==> src/rtl/rs_pkg.sv <==
// Shared definitions for the RS(15,9) codec over GF(16).
// Contents: symbol/code geometry, GF(16) power table, generator coefficients,
// encoder FSM state type and the bit-level GF(16) multiplier.
package rs_pkg;

    localparam int unsigned SYM_W  = 4;
    localparam int unsigned RS_N   = 15;
    localparam int unsigned RS_K   = 9;
    localparam int unsigned RS_PAR = 6;

    typedef logic [SYM_W-1:0] sym_t;

    // alpha^i for primitive polynomial x^4+x+1, alpha = 4'b0010
    localparam sym_t ALPHA0  = 4'h1;
    localparam sym_t ALPHA1  = 4'h2;
    localparam sym_t ALPHA2  = 4'h4;
    localparam sym_t ALPHA3  = 4'h8;
    localparam sym_t ALPHA4  = 4'h3;
    localparam sym_t ALPHA5  = 4'h6;
    localparam sym_t ALPHA6  = 4'hC;
    localparam sym_t ALPHA7  = 4'hB;
    localparam sym_t ALPHA8  = 4'h5;
    localparam sym_t ALPHA9  = 4'hA;
    localparam sym_t ALPHA10 = 4'h7;
    localparam sym_t ALPHA11 = 4'hE;
    localparam sym_t ALPHA12 = 4'hF;
    localparam sym_t ALPHA13 = 4'hD;
    localparam sym_t ALPHA14 = 4'h9;

    // g(x) = prod_{i=1..6} (x + alpha^i); g6 = 1 is implicit
    localparam sym_t G0 = 4'hC;
    localparam sym_t G1 = 4'hA;
    localparam sym_t G2 = 4'hC;
    localparam sym_t G3 = 4'h3;
    localparam sym_t G4 = 4'h9;
    localparam sym_t G5 = 4'h7;

    typedef enum logic [1:0] {IDLE, SHIFT, DONE} state_t;

    // Carry-less product followed by reduction modulo x^4+x+1.
    function automatic sym_t gf16_mul(input sym_t a, input sym_t b);
        logic [6:0] p;
        p = '0;
        for (int i = 0; i < 4; i++) begin
            if (b[i]) p = p ^ ({3'b000, a} << i);
        end
        for (int i = 6; i >= 4; i--) begin
            if (p[i]) p = p ^ (7'b0010011 << (i - 4));
        end
        return p[3:0];
    endfunction

endpackage

==> src/rtl/gf16_const_mul.sv <==
// GF(16) multiply of a symbol by a constant coefficient.
// Ports: operand - input symbol; product - operand * COEF.
module gf16_const_mul
    import rs_pkg::*;
#(
    parameter sym_t COEF = ALPHA0
) (
    input  sym_t operand,
    output sym_t product
);

    assign product = gf16_mul(operand, COEF);

endmodule

==> src/rtl/rs_encoder_seq.sv <==
// Sequential systematic RS(15,9) encoder over GF(16), one message symbol per clock.
// Ports:
//   clk           - system clock, rising edge
//   reset         - asynchronous active-high reset
//   messageIn     - 9 symbols; symbol k at [4k+3:4k] lands at codeword position k+6
//   encodeMessage - start request, acted on at its rising edge
//   codeWordOut   - 15 symbols; position j at [4j+3:4j], held until next completion
//   codeWordValid - one-cycle pulse when codeWordOut updates
//   encoderBusy   - high while an encode is in progress
module rs_encoder_seq
    import rs_pkg::*;
#(
    parameter int unsigned N = 15,
    parameter int unsigned K = 9,
    parameter int unsigned M = 4
) (
    input  logic           clk,
    input  logic           reset,
    input  logic [K*M-1:0] messageIn,
    input  logic           encodeMessage,
    output logic [N*M-1:0] codeWordOut,
    output logic           codeWordValid,
    output logic           encoderBusy
);

    localparam logic [3:0] LAST_SHIFT = 4'(K - 1);
    localparam sym_t GEN [RS_PAR] = '{G0, G1, G2, G3, G4, G5};

    state_t               state;
    logic                 enc_prev;
    logic [3:0]           count;
    logic [K*M-1:0]       msg_latch;
    logic [K*M-1:0]       msg_shift;
    sym_t                 parity  [RS_PAR];
    sym_t                 fb_prod [RS_PAR];
    sym_t                 fb;
    logic                 start;
    logic [RS_PAR*M-1:0]  parity_flat;

    assign start = encodeMessage & ~enc_prev;

    // Highest message position is always at the top of the shift register.
    assign fb = msg_shift[K*M-1 -: M] ^ parity[RS_PAR-1];

    for (genvar i = 0; i < RS_PAR; i++) begin : g_fb_mul
        gf16_const_mul #(
            .COEF (GEN[i])
        ) u_mul (
            .operand (fb),
            .product (fb_prod[i])
        );
    end

    always_comb begin
        parity_flat = '0;
        for (int i = 0; i < RS_PAR; i++) begin
            parity_flat[i*M +: M] = parity[i];
        end
    end

    always_ff @(posedge clk or posedge reset) begin
        if (reset) begin
            state         <= IDLE;
            enc_prev      <= 1'b0;
            count         <= '0;
            msg_latch     <= '0;
            msg_shift     <= '0;
            for (int i = 0; i < RS_PAR; i++) parity[i] <= '0;
            codeWordOut   <= '0;
            codeWordValid <= 1'b0;
            encoderBusy   <= 1'b0;
        end else begin
            enc_prev      <= encodeMessage;
            codeWordValid <= 1'b0;
            unique case (state)
                IDLE: begin
                    // Starts seen in SHIFT/DONE are dropped, not queued.
                    if (start) begin
                        msg_latch   <= messageIn;
                        msg_shift   <= messageIn;
                        for (int i = 0; i < RS_PAR; i++) parity[i] <= '0;
                        count       <= '0;
                        encoderBusy <= 1'b1;
                        state       <= SHIFT;
                    end
                end
                SHIFT: begin
                    parity[0] <= fb_prod[0];
                    for (int i = 1; i < RS_PAR; i++) begin
                        parity[i] <= parity[i-1] ^ fb_prod[i];
                    end
                    msg_shift <= {msg_shift[K*M-M-1:0], {M{1'b0}}};
                    count     <= count + 4'd1;
                    if (count == LAST_SHIFT) state <= DONE;
                end
                DONE: begin
                    codeWordOut   <= {msg_latch, parity_flat};
                    codeWordValid <= 1'b1;
                    encoderBusy   <= 1'b0;
                    state         <= IDLE;
                end
                default: begin
                    encoderBusy <= 1'b0;
                    state       <= IDLE;
                end
            endcase
        end
    end

endmodule

==> config.mk <==
export PLATFORM = sky130hd
export DESIGN_NAME = rs_encoder_seq
export DESIGN_NICKNAME = d
export VERILOG_FILES = /design/src/rtl/rs_pkg.sv /design/src/rtl/gf16_const_mul.sv /design/src/rtl/rs_encoder_seq.sv
export SDC_FILE = /design/constraint.sdc
export NUM_CORES = 1
export LEC_CHECK = 0
export ABC_AREA = 1
export BUFFER_PORTS_ARGS = -buffer_cell sky130_fd_sc_hd__buf_4
export CAP_MARGIN = 10
export CORE_ASPECT_RATIO = 1.5
export CORE_MARGIN = 5
export CORE_UTILIZATION = 56
export DETAILED_ROUTE_END_ITERATION = 8
export PLACE_DENSITY = 0.79
export SYNTH_ARGS = -nofsm -noshare
export SYNTH_HDL_FRONTEND = slang
export SYNTH_SLANG_ARGS = --single-unit
==> constraint.sdc <==
create_clock -name clk -period 6.5 [get_ports clk]
set_clock_uncertainty 0.15 [all_clocks]
set_input_delay 0.65 -clock clk [delete_from_list [all_inputs] [get_ports clk]]
set_output_delay 0.65 -clock clk [all_outputs]
set_load 0.1 [all_outputs]
==> impl_metrics.ini <==
[drt]
dr.pass1.iters = 4
detail_route.drc_violations = 0
detailroute.via_count = 5175
avgViaCountPerCell = 5.217
routedWlPerCell_um = 15.25
totalWireLength_mm = 15.13
detail-route-antenna-nets = 0
drc_marker_count_from_the_first_detailed_route_iteration = 240

[flow_run]
drv_cap = 0

[layout]
layout-area-overhead-vs-synth_pct = 22.02
drive_above_1_share_pct = 19.43
layout.nets = 867
antenna-diode-count = 0
num-fill-cells = 915

[critical_path]
timing.critical_path.from = state[0]
timing.setup.critical_path_class = register to register
crit-reg2reg-launch = state[0]
timing.critical_path.fanout_max = 73
r2r_slack_ns = 3.90
worstSetupEndpointType = register
critical_path_required_ns = 6.68
critical_path.startpoint_type = register
critPathCapture = parity[11]
r2r_cells = 7
cp.arrival_ns = 2.78
r2r-end = parity[11]

[synthesis]
synth_ff_type = sky130_fd_sc_hd__dfrtp_1
syn_area_per_cell_um2 = 9.085
ys_types = 25
synth_edf_count = 0
yosys_warnings = 0
cell_count_after_synthesis = 735
syn_nets = 776
fraction_of_the_yosys_area_taken_by_sequential_cells_pct = 61.83
synthesis.area_um2 = 6678
postSynthRegisterBits = 165
synth_async_reset_ratio_pct = 100.0

[timing]
tightestPinTransition_ns = 1.077
finalSetupTns_ns = 0
setup_repair_after_global_routing_missed_its_margin = no
timing.final.setup_violations = 0
timing.final.crit_period_ns = 2.599
slew_headroom_pct = 28.17
clock.fmax_mhz = 384.8
hold_viol = 0
final_max_slew_viol_count = 0
finalCritPeriodShare_pct = 39.98
final.hold.worst_slack_ns = 0.1785

[global_route]
maximum_number_of_pins_on_one_net_before_global_route_repair = 89
grt_pass1_wl_mm = 25.62
grt_most_used_layer = met2
grt_util_met2_pct = 39.59
groute.usage.overall_pct = 22.71
antenna_violations_before_repair = 0
grtUsageMet3_pct = 4.128
met1_usage_pct = 27.59
vias_in_the_first_global_route = 5346
grt.overflow.total = 0

[floorplanning]
design.core.area_um2 = 11830
die-area_um2 = 14250
initial_core_util_pct = 56.43
fp-row-count = 49
die_height_um = 143.7
io-pin-count = 101
floorplan.die.width_um = 99.16

[clock_network]
clk_transition_reported_paths_ns = 0.06
cts_tree = done
clock_tree.root_cell = sky130_fd_sc_hd__clkbuf_16
cts_hold_repair.buffers = 0
clock_tree.buffer_depth = 2
clock_sinks = 165
cts_resized = 0
post_cts_setup_repair_buffer_count = 0
cts_buffers = 17
cts_htree_levels = 4
insertion_delay_ns = 0.42

[placement]
replace_congestion = 0.8591
port-buffer-count = 100
dp_hpwl_mm = 10.42

[outcome]
run_status = completed

[hold_path]
min-delay-path-class = input pin to asynchronous set/reset pin
stage by stage:
stage / cells / setup slack, ns / util, % / instance area, um2
global placement: 960 / 3.563 / 63.41 / 7503
floorplan: 735 / 1.238 / - / 6678
finish: 992 / 3.901 / 68.86 / 8148
CTS: 992 / 3.887 / 68.86 / 8148
global route: 992 / 3.623 / 68.86 / 8148
detailed placement: 960 / 3.465 / 63.41 / 7503
synthesized netlist by cell type, types with 2 or more instances:
| cell | number | area share [%] |
|---|---|---|
| sky130_fd_sc_hd__a21oi_1 | 5 | 0.37 |
| sky130_fd_sc_hd__buf_2 | 17 | 1.3 |
| sky130_fd_sc_hd__clkbuf_1 | 13 | 0.73 |
| sky130_fd_sc_hd__dfrtp_1 | 165 | 62 |
| sky130_fd_sc_hd__ha_1 | 2 | 0.37 |
| sky130_fd_sc_hd__inv_1 | 69 | 3.9 |
| sky130_fd_sc_hd__inv_2 | 9 | 0.51 |
| sky130_fd_sc_hd__nand2_1 | 239 | 13 |
| sky130_fd_sc_hd__nand2_2 | 10 | 0.94 |
| sky130_fd_sc_hd__nand2_4 | 2 | 0.34 |
| sky130_fd_sc_hd__nand3_1 | 64 | 4.8 |
| sky130_fd_sc_hd__nor2_1 | 6 | 0.34 |
| sky130_fd_sc_hd__o211ai_1 | 2 | 0.22 |
| sky130_fd_sc_hd__o211ai_2 | 3 | 0.56 |
| sky130_fd_sc_hd__o21ai_0 | 84 | 6.3 |
| sky130_fd_sc_hd__o21ai_1 | 28 | 2.1 |
| sky130_fd_sc_hd__o22ai_1 | 9 | 0.84 |
per-layer routing:
layer | wire, um | vias to the layer above
li1 | - | 2524
met1 | 5978 | 2488
met2 | 8027 | 132
met3 | 682 | 31
met4 | 438 | 0
met5 | 0 | -
layout by cell type (no fill, tap or decap), types with 3 or more instances in the layout:
cell,count
sky130_fd_sc_hd__o211ai_2,3
sky130_fd_sc_hd__o21ai_1,28
sky130_fd_sc_hd__a21oi_1,5
sky130_fd_sc_hd__dfrtp_1,165
sky130_fd_sc_hd__o21ai_0,84
sky130_fd_sc_hd__inv_1,68
sky130_fd_sc_hd__o22ai_1,9
sky130_fd_sc_hd__nand2_2,10
sky130_fd_sc_hd__inv_6,3
sky130_fd_sc_hd__buf_4,104
sky130_fd_sc_hd__nand2_1,239
sky130_fd_sc_hd__nand3_1,64
sky130_fd_sc_hd__clkbuf_16,17
sky130_fd_sc_hd__inv_2,8
sky130_fd_sc_hd__bufinv_16,5
sky130_fd_sc_hd__nor2_1,6
sky130_fd_sc_hd__clkinv_2,6
critical path, stage by stage, from the launching register on:
cell and delay (ns):
sky130_fd_sc_hd__dfrtp_1 0.39, sky130_fd_sc_hd__nor2_1 0.06, sky130_fd_sc_hd__nand2_2 0.09, sky130_fd_sc_hd__inv_2 0.03, sky130_fd_sc_hd__buf_4 0.30, sky130_fd_sc_hd__nor2_4 0.76, sky130_fd_sc_hd__inv_2 0.40, sky130_fd_sc_hd__o22ai_1 0.29
registers in the layout (all words and copies together), names as in the netlist:
signal	count
codeWordOut	60
msg_latch	36
msg_shift	36
state	2
enc_prev	1
count	4
codeWordValid	1
parity	24
encoderBusy	1
worst min-delay path by stage:
stage	to	slack (ns)	cells after the start
6_report	codeWordOut[33]	0.18	2
5_1_grt	enc_prev	0.18	1
4_1_cts	enc_prev	0.18	1
3_5_place_dp	msg_shift[3]	0.32	2
3_3_place_gp	msg_shift[0]	0.31	2
2_1_floorplan	msg_shift[0]	0.29	2
kinds of logic (layout without fill, tap and decap cells):
family / Yosys count / count (layout) / share of synthesized area, %
DFF: 165 / 165 / 61.83
AOI/OAI and AO/OA: 132 / 132 / 10.51
and+or+nand+nor: 323 / 323 / 20.10
adders and majority gates: 2 / 2 / 0.3747
buffers and inverters: 110 / 214 / 6.670
xor gates and xnor gates: 3 / 3 / 0.5060
final cells by class:
| type | count | area [um2] | share of cell area, % |
|---|---|---|---|
| clock inverters | 13 | 201.4 | 2.472 |
| flip-flops and latches | 165 | 4129 | 50.68 |
| well taps | 153 | 191.4 | 2.350 |
| multi-input cells | 460 | 2103 | 25.81 |
| repair buffers | 104 | 780.7 | 9.582 |
| inverters | 78 | 299.0 | 3.670 |
| clock buffers | 19 | 442.9 | 5.436 |
Power is not shown: default switching activity piles up to over one toggle a cycle in this logic, so the estimate is an artifact.
